`config.mk`:
```
export PLATFORM = sky130hd
export DESIGN_NAME = pipelined_adder_param
export DESIGN_NICKNAME = d
export VERILOG_FILES = /design/src/rtl/pipelined_adder_param.sv
export SDC_FILE = /design/constraint.sdc
export NUM_CORES = 1
export LEC_CHECK = 0
export ABC_AREA = 1
export BUFFER_PORTS_ARGS = -buffer_cell sky130_fd_sc_hd__buf_2
export CAP_MARGIN = 20
export CORE_ASPECT_RATIO = 1.75
export CORE_MARGIN = 2
export CORE_UTILIZATION = 30
export CTS_CLUSTER_SIZE = 25
export DETAILED_ROUTE_END_ITERATION = 8
export PLACE_DENSITY = 0.54
export REMOVE_ABC_BUFFERS = 1
export SLEW_MARGIN = 5
export SYNTH_ARGS = -nofsm -noshare
export SYNTH_HDL_FRONTEND = slang
export SYNTH_SLANG_ARGS = --single-unit
```
`constraint.sdc`:
```
create_clock -name clk -period 5.16 [get_ports clk]
set_input_delay 0.516 -clock clk [delete_from_list [all_inputs] [get_ports clk]]
set_output_delay 0.516 -clock clk [all_outputs]
set_load 0.005 [all_outputs]
```
`src/rtl/pipelined_adder_param.sv`:
```
// Pipelined WIDTH-bit add/subtract built from STAGES carry-chained slices with
// valid/ready back-pressure, returning carry, signed-overflow and zero flags.
module pipelined_adder_param #(
  parameter int WIDTH  = 16,
  parameter int STAGES = 4
) (
  input  logic             clk,
  input  logic             rst_n,
  input  logic             in_valid,
  output logic             in_ready,
  input  logic [WIDTH-1:0] inp0,
  input  logic [WIDTH-1:0] inp1,
  input  logic             cin,
  input  logic             sub,
  output logic             out_valid,
  input  logic             out_ready,
  output logic [WIDTH-1:0] sum,
  output logic             carry,
  output logic             overflow,
  output logic             zero
);

  localparam int SW   = WIDTH / STAGES;
  localparam int LAST = STAGES - 1;

  if ((STAGES < 1) || ((WIDTH % STAGES) != 0)) begin : g_bad_params
    $error("pipelined_adder_param: WIDTH must be a non-zero multiple of STAGES");
  end

  // Per-stage registers; a_r/b_r carry the operands forward so every
  // transaction travels through the pipe as one unit.
  logic [WIDTH-1:0]  a_r   [STAGES];
  logic [WIDTH-1:0]  b_r   [STAGES];
  logic [WIDTH-1:0]  sum_r [STAGES];
  logic [STAGES-1:0] c_r;
  logic [STAGES-1:0] v_r;
  logic              ovf_r;
  logic              zero_r;

  logic [STAGES-1:0] adv_s;
  logic [WIDTH-1:0]  a_src_s   [STAGES];
  logic [WIDTH-1:0]  b_src_s   [STAGES];
  logic [WIDTH-1:0]  sum_src_s [STAGES];
  logic [WIDTH-1:0]  sum_nx_s  [STAGES];
  logic [SW:0]       slice_s   [STAGES];
  logic [STAGES-1:0] c_src_s;
  logic [STAGES-1:0] c_nx_s;
  logic [STAGES-1:0] v_src_s;
  logic              ovf_nx_s;
  logic              zero_nx_s;

  // Back-pressure chain: a stage may load when it is empty or its successor moves.
  always_comb begin
    adv_s       = '0;
    adv_s[LAST] = !v_r[LAST] || out_ready;
    for (int k = LAST - 1; k >= 0; k--) begin
      adv_s[k] = !v_r[k] || adv_s[k + 1];
    end
  end

  // Stage inputs and slice arithmetic; stage 0 sees the prepared operands directly.
  always_comb begin
    c_src_s = '0;
    v_src_s = '0;
    c_nx_s  = '0;
    a_src_s[0]   = inp0;
    b_src_s[0]   = sub ? ~inp1 : inp1;
    c_src_s[0]   = sub ? ~cin : cin;
    sum_src_s[0] = '0;
    v_src_s[0]   = in_valid;
    for (int k = 1; k < STAGES; k++) begin
      a_src_s[k]   = a_r[k - 1];
      b_src_s[k]   = b_r[k - 1];
      c_src_s[k]   = c_r[k - 1];
      sum_src_s[k] = sum_r[k - 1];
      v_src_s[k]   = v_r[k - 1];
    end
    for (int k = 0; k < STAGES; k++) begin
      slice_s[k] = {1'b0, a_src_s[k][k*SW +: SW]}
                 + {1'b0, b_src_s[k][k*SW +: SW]}
                 + {{SW{1'b0}}, c_src_s[k]};
      sum_nx_s[k]              = sum_src_s[k];
      sum_nx_s[k][k*SW +: SW]  = slice_s[k][SW-1:0];
      c_nx_s[k]                = slice_s[k][SW];
    end
    // Flags use the operand MSBs that travelled with the transaction.
    ovf_nx_s  = (a_src_s[LAST][WIDTH-1] == b_src_s[LAST][WIDTH-1]) &&
                (sum_nx_s[LAST][WIDTH-1] != a_src_s[LAST][WIDTH-1]);
    zero_nx_s = ~|sum_nx_s[LAST];
  end

  // Pipeline registers: valid moves on advance, data only when a valid beat loads.
  always_ff @(posedge clk or negedge rst_n) begin
    if (!rst_n) begin
      v_r    <= '0;
      c_r    <= '0;
      ovf_r  <= 1'b0;
      zero_r <= 1'b0;
      for (int k = 0; k < STAGES; k++) begin
        a_r[k]   <= '0;
        b_r[k]   <= '0;
        sum_r[k] <= '0;
      end
    end else begin
      for (int k = 0; k < STAGES; k++) begin
        if (adv_s[k]) begin
          v_r[k] <= v_src_s[k];
          if (v_src_s[k]) begin
            a_r[k]   <= a_src_s[k];
            b_r[k]   <= b_src_s[k];
            sum_r[k] <= sum_nx_s[k];
            c_r[k]   <= c_nx_s[k];
          end
        end
      end
      if (adv_s[LAST] && v_src_s[LAST]) begin
        ovf_r  <= ovf_nx_s;
        zero_r <= zero_nx_s;
      end
    end
  end

  assign in_ready  = adv_s[0];
  assign out_valid = v_r[LAST];
  assign sum       = sum_r[LAST];
  assign carry     = c_r[LAST];
  assign overflow  = ovf_r;
  assign zero      = zero_r;

endmodule
```
==> metrics.yaml, run 1 <==
run_status:
  outcome: "complete, no violations"
route:
  vias_per_cell: 4.29
  route.detailed.drc: 0
  totalWireLength_um: 8460
  final_antenna_net_count: 0
  dr_total_vias: 3095
  drtIter0Drc: 109
  wl_per_cell_um: 11.7
  first_pass_iters: 4
clock_network:
  cts_tree: "yes"
  path_clk_slew_ns: 0.06
  cts_htree_levels: 3
  ctsLongestPathBuffers: 2
  cts.sinks: 98
  post_cts_buffers: 0
  holdBufCountCts: 0
  numCtsBuffers: 9
  postCtsResizedCells: 0
  cts_root_buffer: "clkbuf_16"
  worstSkewPairLatency_ns: 0.35
logic_synthesis:
  yosys-top-cells-area: "dfrtp_1 (54%), nand2_1 (15%), o21ai_2 (3.8%)"
  syn_inst: 480
  syn_avg_cell_area_um2: 9.51
  synth_seq_area_share_pct: 53.7
  synthArstFlopShare_pct: 100
  synth_ff_type: "dfrtp_1"
  synth_area_leader_cell: "dfrtp_1"
  synth_fa_ha_area_share_pct: 6.80
  yosys.area_share.simple_pct: 20.5
  yosysWarnings: 0
  synthesis.area_um2: 4560
  synthMuxAreaShare_pct: 0
  synth_edf_count: 0
  ys_ff_latch: 98
  synth.most_common_cell: "nand2_1"
  synth_compound_area_share_pct: 8.83
  ys_types: 27
  yosys.area_share.xor_xnor_pct: 3.84
  yosys.area.top_type_share_pct: 53.7
  synth_top_family_by_area: "simple AND/OR/NAND/NOR gates"
  synth_common_cells: "nand2_1 (184), dfrtp_1 (98), o21ai_0 (33)"
timing:
  fin_setup_tns_ns: 0
  whs_ns: 0.110
  post-route-min-period_ns: 2.14
  relSlewSlack_pct: 46.2
  clock.fmax_mhz: 466
  hold_viol: 0
  skew_ns: 0.00974
  slew_viol_final: 0
  tightest_slew_ns: 0.807
  final-setup-viol-count: 0
  rsz0062_at_grt: "no"
  finalCritPeriodShare_pct: 41.6
grt:
  grt_pass1_wl_um: 14700
  antenna_found_initial: 0
  use_met3_pct: 2.42
  grt_usage_pct: 11.2
  grt_pass1_vias: 3210
  grt-ovfl-total: 0
  use_met2_pct: 20.3
  grt_max_degree: 67
  met1_usage_pct: 12.4
  grt.busiest_layer: "met2"
floorplanning:
  ios: 59
  die_y_um: 167
  initial_core_util_pct: 30.6
  num_rows: 59
  die_w_um: 97.2
  core_um2: 14900
  die-area_um2: 16300
final_layout:
  synthToLayoutAreaGrowth_pct: 15.4
  drive_above_1_share_pct: 20.1
  insertedDiodeCount: 0
  final_net_count: 591
setup_path:
  crit_chain: "buf_2, xor2_1, fa_1, fa_1, a21oi_1, nor2_1, nor2_1, o21ai_0"
  cp_slowest_cell: "fa_1"
  cp.arrival_ns: 2.35
  cp.required_ns: 5.37
  rr_startpoint: "a_r[28]$_DFFE_PN0P_"
  max_stage_delay_ns: 0.46
  crit_path_start_kind: "primary input"
  reg2reg_slack_ns: 3.23
  r2r_cells: 9
  crit_type: "in2reg"
  cp-end-kind: "flip-flop"
  worstPathMaxFanout: 17
  r2r_end: "zero$_DFFE_PN0P_"
placement:
  dp_hpwl_um: 6330
  place_congestion: 0.768
  portBuffers: 58
min_path:
  hp-class: "in2async"
power_and_ir_drop:
  p_total_w: 0.00287
  vdd_drop_max_uv: 185
  p_leak_nw: 2.67
  power_density_nw_per_um2: 545
flow_run:
  drv_cap: 0
-- report_power, final --
| group | internal [W] | switching [W] |
|---|---|---|
| logic | 0.000365 | 0.000580 |
| registers | 0.00104 | 0.000154 |
| clock network | 0.000440 | 0.000285 |
| total | 0.00185 | 0.00102 |
-- cell families (layout without fill, tap and decap cells) --
logic type	count (synthesis)	count (layout)
AND/OR/NAND/NOR	225	225
flip-flops	98	98
AO/OA/AOI/OAI	65	65
buffers and inverters	52	110
adder cells (fa/ha/maj)	20	20
XOR/XNOR	20	20
-- placed cells by master, fill, tap and decap left out --
cell type	n
buf_4	2
nand3_1	12
nor2_2	1
nand4_4	1
o21ai_1	3
clkinv_2	2
o21ai_0	33
o211ai_1	1
nand3_2	1
xnor2_1	13
nor2_4	2
nand2_4	2
dfrtp_1	98
clkbuf_16	9
nor2_1	16
inv_4	1
nand2_1	184
fa_1	8
clkbuf_8	1
ha_1	12
xor2_1	7
inv_1	30
nand3b_1	4
inv_2	4
a21oi_1	8
inv_6	2
nand4_1	1
o21ai_2	20
nand2_2	1
bufinv_16	2
buf_2	57
-- layout make-up --
type	instances	area (µm²)
Fill cell	1555	9650
Sequential cell	98	2450
Multi-Input combinational cell	330	1820
Timing Repair Buffer	59	300
Clock buffer	10	239
Tap cell	183	229
Inverter	35	134
Clock inverter	6	87.6
-- metrics by stage --
step,worst slack (ns),util (%),instance area [µm²],std cells
global route,2.81,35.3,5270,721
finish,3.02,35.3,5270,721
global placement,2.69,33.1,4940,705
floorplan,3.20,-,4410,463
CTS,2.99,35.3,5270,721
detailed placement,2.62,33.1,4940,705
-- critical path: cells and delay by family --
family	cells	cell delay, ns
buf+inv	1	0.41
xor+xnor	1	0.16
compound gates	2	0.25
simple gates	2	0.12
fa+ha+maj	2	0.89
-- how the worst max path moves through the flow --
stage               startpoint                  to  slack (ns)  cells after the start
floorplan                  sub  c_r[0]$_DFFE_PN0P_        3.20                      7
global placement           sub  c_r[0]$_DFFE_PN0P_        2.69                      8
detailed placement         sub  c_r[0]$_DFFE_PN0P_        2.62                      8
CTS                        sub  c_r[0]$_DFFE_PN0P_        2.99                      8
global route               sub  c_r[0]$_DFFE_PN0P_        2.81                      8
finish                     sub  c_r[0]$_DFFE_PN0P_        3.02                      8
-- sequential cells by signal, indices dropped and copies added, names as in the netlist --
name,count
overflow,1
sum_nx_s,24
zero,1
sum,16
a_r,24
v_r,4
c_r,4
b_r,24
-- per-layer routing --
metal | vias to the layer above | wire (µm) | share of wire (%)
met5 | - | 0 | 0
met4 | 0 | 195 | 2.3
met3 | 11 | 196 | 2.3
met2 | 39 | 4470 | 53
met1 | 1424 | 3590 | 42
li1 | 1621 | - | -
No activity file was read; power rests on OpenSTA's default activity.
==> run 2, diff against run 1 <==
--- a/config.mk
+++ b/config.mk
@@ -13,7 +13,7 @@
 export CORE_UTILIZATION = 30
 export CTS_CLUSTER_SIZE = 25
 export DETAILED_ROUTE_END_ITERATION = 8
-export PLACE_DENSITY = 0.54
+export PLACE_DENSITY = 0.56
 export REMOVE_ABC_BUFFERS = 1
 export SLEW_MARGIN = 5
 export SYNTH_ARGS = -nofsm -noshare
==> constraint.sdc (replaced) <==
create_clock -name clk -period 1.75 [get_ports clk]
set_input_delay 0.175 -clock clk [delete_from_list [all_inputs] [get_ports clk]]
set_output_delay 0.175 -clock clk [all_outputs]
set_load 0.005 [all_outputs]
==> run 2 against run 1 <==
The run now ends with setup timing left. Clock power increased to 2.5 times the previous value. Final cell count increased by 1.9%. Sequential share of layout area decreased by 0.79 points. Combinational power increased to 3.2 times the previous value. Hold slack got worse by 0.078 ns. Power increased to 2.9 times the previous value. Clock-buffer cell count decreased by 1. Register-to-register slack got worse by 3.3 ns. Cell area increased by 1.7%. Flip-flop and latch count unchanged. Largest power group unchanged.
==> metrics.yaml, run 2 (synthesized netlist as in run 1, its figures left out) <==
clock_network:
  numCtsBuffers: 9  # unchanged
  path_clk_slew_ns: 0.07  # about the same
  cts_root_buffer: "clkbuf_16"
  cts.sinks: 98  # unchanged
  ctsLongestPathBuffers: 2  # unchanged
  cts_tree: "yes"
  worstSkewPairLatency_ns: 0.34  # about the same
  cts_htree_levels: 3  # unchanged
power_and_ir_drop:
  p_total_w: 0.00835  # +190%
  power_density_nw_per_um2: 1560  # +190%
  clockPowerShare_pct: 21.8  # -3.5 points
  p_switching_w: 0.00307  # +200%
  pwr-share-comb_pct: 35.8  # +2.9 points
  p_int_w: 0.00528  # +190%
  p_leak_nw: 2.70  # +1.1%
  p_seq_share_pct: 42.4  # +0.6 points
  vdd_drop_max_uv: 523  # +180%
  sw_frac_of_total_pct: 36.8  # +1.2 points
timing:
  tightest_slew_ns: 0.629  # -0.179 ns
  hold_viol: 0  # unchanged
  fin_setup_tns_ns: -0.0425  # -0.0425 ns
  final-setup-viol-count: 1  # +1
  clock.fmax_mhz: 558
  worst_slack_ns: -0.0425  # -3.06 ns
  skew_ns: 0.00681  # -0.00292 ns
  relSlewSlack_pct: 58.0  # +12 points
  slew_viol_final: 0  # unchanged
  rsz0062_at_grt: "yes"
  post-route-min-period_ns: 1.79
  finalCritPeriodShare_pct: 102
route:
  first_pass_iters: 5  # +1
  route.detailed.drc: 0  # unchanged
  totalWireLength_um: 8620  # +1.9%
  wl_per_cell_um: 11.7  # about the same
  drtIter0Drc: 204  # +87%
  vias_per_cell: 4.31  # +0.31%
  dr_total_vias: 3165  # +2.3%
  final_antenna_net_count: 0  # unchanged
setup_path:
  cp-end-kind: "flip-flop"
  cp.required_ns: 1.98  # -3.39 ns
  crit_type: "reg2reg"
  cp.arrival_ns: 2.02  # -0.33 ns
  r2r_cells: 9  # unchanged
  reg2reg_slack_ns: -0.04  # -3.27 ns
  crit_path_start_kind: "flip-flop"
  worstPathMaxFanout: 2  # -15
flow_run:
  drv_cap: 0  # unchanged
final_layout:
  final_net_count: 605  # +2.4%
  insertedDiodeCount: 0  # unchanged
  layout_common_cells: "nand2_1 (184), dfrtp_1 (98), buf_2 (57), o21ai_0 (33), inv_1 (29)"
  postLayoutCoreUtil_pct: 35.9  # +0.61 points
  layout_commonest_cell: "nand2_1"
  synthToLayoutAreaGrowth_pct: 17.4
  drive_above_1_share_pct: 22.5  # +2.4 points
  final_area_um2: 5360  # +1.7%
placement:
  dp_hpwl_um: 6680  # +5.6%
  portBuffers: 58  # unchanged
  dpl_worst_slack_ns: -0.125  # -2.75 ns
  place_area_um2: 5050  # +2.2%
  place_congestion: 0.786  # +2.3%
grt:
  grt_pass1_wl_um: 15100  # +2.8%
  grt_usage_pct: 11.4  # +0.21 points
  antenna_found_initial: 0  # unchanged
  grt-ovfl-total: 0  # unchanged
  grt_max_degree: 45  # -33%
  grt_pass1_vias: 3354  # +4.5%
min_path:
  hp-class: "in2reg"
  min_path_cells: 3
floorplanning:
  die-area_um2: 16300  # unchanged
  die_y_um: 167  # unchanged
  initial_core_util_pct: 30.6  # unchanged
  core_um2: 14900  # unchanged
  ios: 59  # unchanged
  num_rows: 59  # unchanged
  die_w_um: 97.2  # unchanged
run_status:
  outcome: "finished, violations left"
  failed_checks: "setup timing"
[run 2: cell count changes in the layout (fill, tap and decap cells not counted), moves of 2 or more]
cell        before  now
fa_2             0    2
buf_12           0    2
clkinv_2         2    0
clkinvlp_4       0    5
buf_4            2   13
bufinv_16        2    0
fa_1             8    6
[run 2: timing repair]
action / in CTS / in global routing
endpoints found under the hold margin: 37 / 0
resized for setup: 1 / 2
endpoints found under the setup margin: 2 / 2
cloned: 0 / 0
hold buffers: 1 / 0
setup buffers: 0 / 2
pin swaps: 0 / 4
[run 2: worst paths after layout]
kind | startpoint | endpoint
max reg2reg | c_r[2]$_DFFE_PN0P_ | zero$_DFFE_PN0P_
min | inp0[9] | a_r[57]$_DFFE_PN0P_
max in group asynchronous | rst_n | sum[4]$_DFFE_PN0P_
min reg2reg | sum[2]$_DFFE_PN0P_ | sum[2]$_DFFE_PN0P_
max | c_r[2]$_DFFE_PN0P_ | zero$_DFFE_PN0P_
min in group asynchronous | rst_n | a_r[56]$_DFFE_PN0P_
[run 2: layout make-up]
class / instances / area, µm²
fill: 1562 / 9550
clock inverter: 7 / 55.1
sequential: 98 / 2450
tap: 183 / 229
inverter: 35 / 134
clock buffer: 9 / 225
timing repair buffer: 73 / 433
multi-input combinational: 330 / 1830
[run 2: critical path, cell delays in order, from the launching register on]
cell and delay [ns]:
dfrtp_1 0.41, fa_2 0.41, fa_2 0.54, inv_2 0.04, nand2_1 0.05, nor2_1 0.04
nand2_1 0.05, nor2_1 0.04, nand3_1 0.06, nand2_1 0.06
[run 2: stage by stage]
step	std cells	hold slack, ns
after detailed placement	716	0.202
after CTS	733	0.0217
after global routing	735	0.0299
after floorplan	463	-0.121
after global placement	716	0.204
final	735	0.0322
[run 2: metal layers]
metal	GRT usage [%]	vias to the layer above	routed length, µm	share of wire, %
met2	21.0	46	4710	55
met3	2.09	18	188	2.2
met5	0	-	0	0
met1	12.3	1464	3470	40
met4	5.68	0	249	2.9
li1	-	1637	-	-
[run 2: power by group through the flow]
stage          Sequential [W]  Clock, W  Combinational (W)
6_report              0.00354   0.00182            0.00299
5_1_grt               0.00365   0.00196            0.00348
4_1_cts               0.00355   0.00188            0.00302
3_5_place_dp          0.00359         0            0.00300
3_3_place_gp          0.00356         0            0.00291
2_1_floorplan         0.00351         0            0.00203
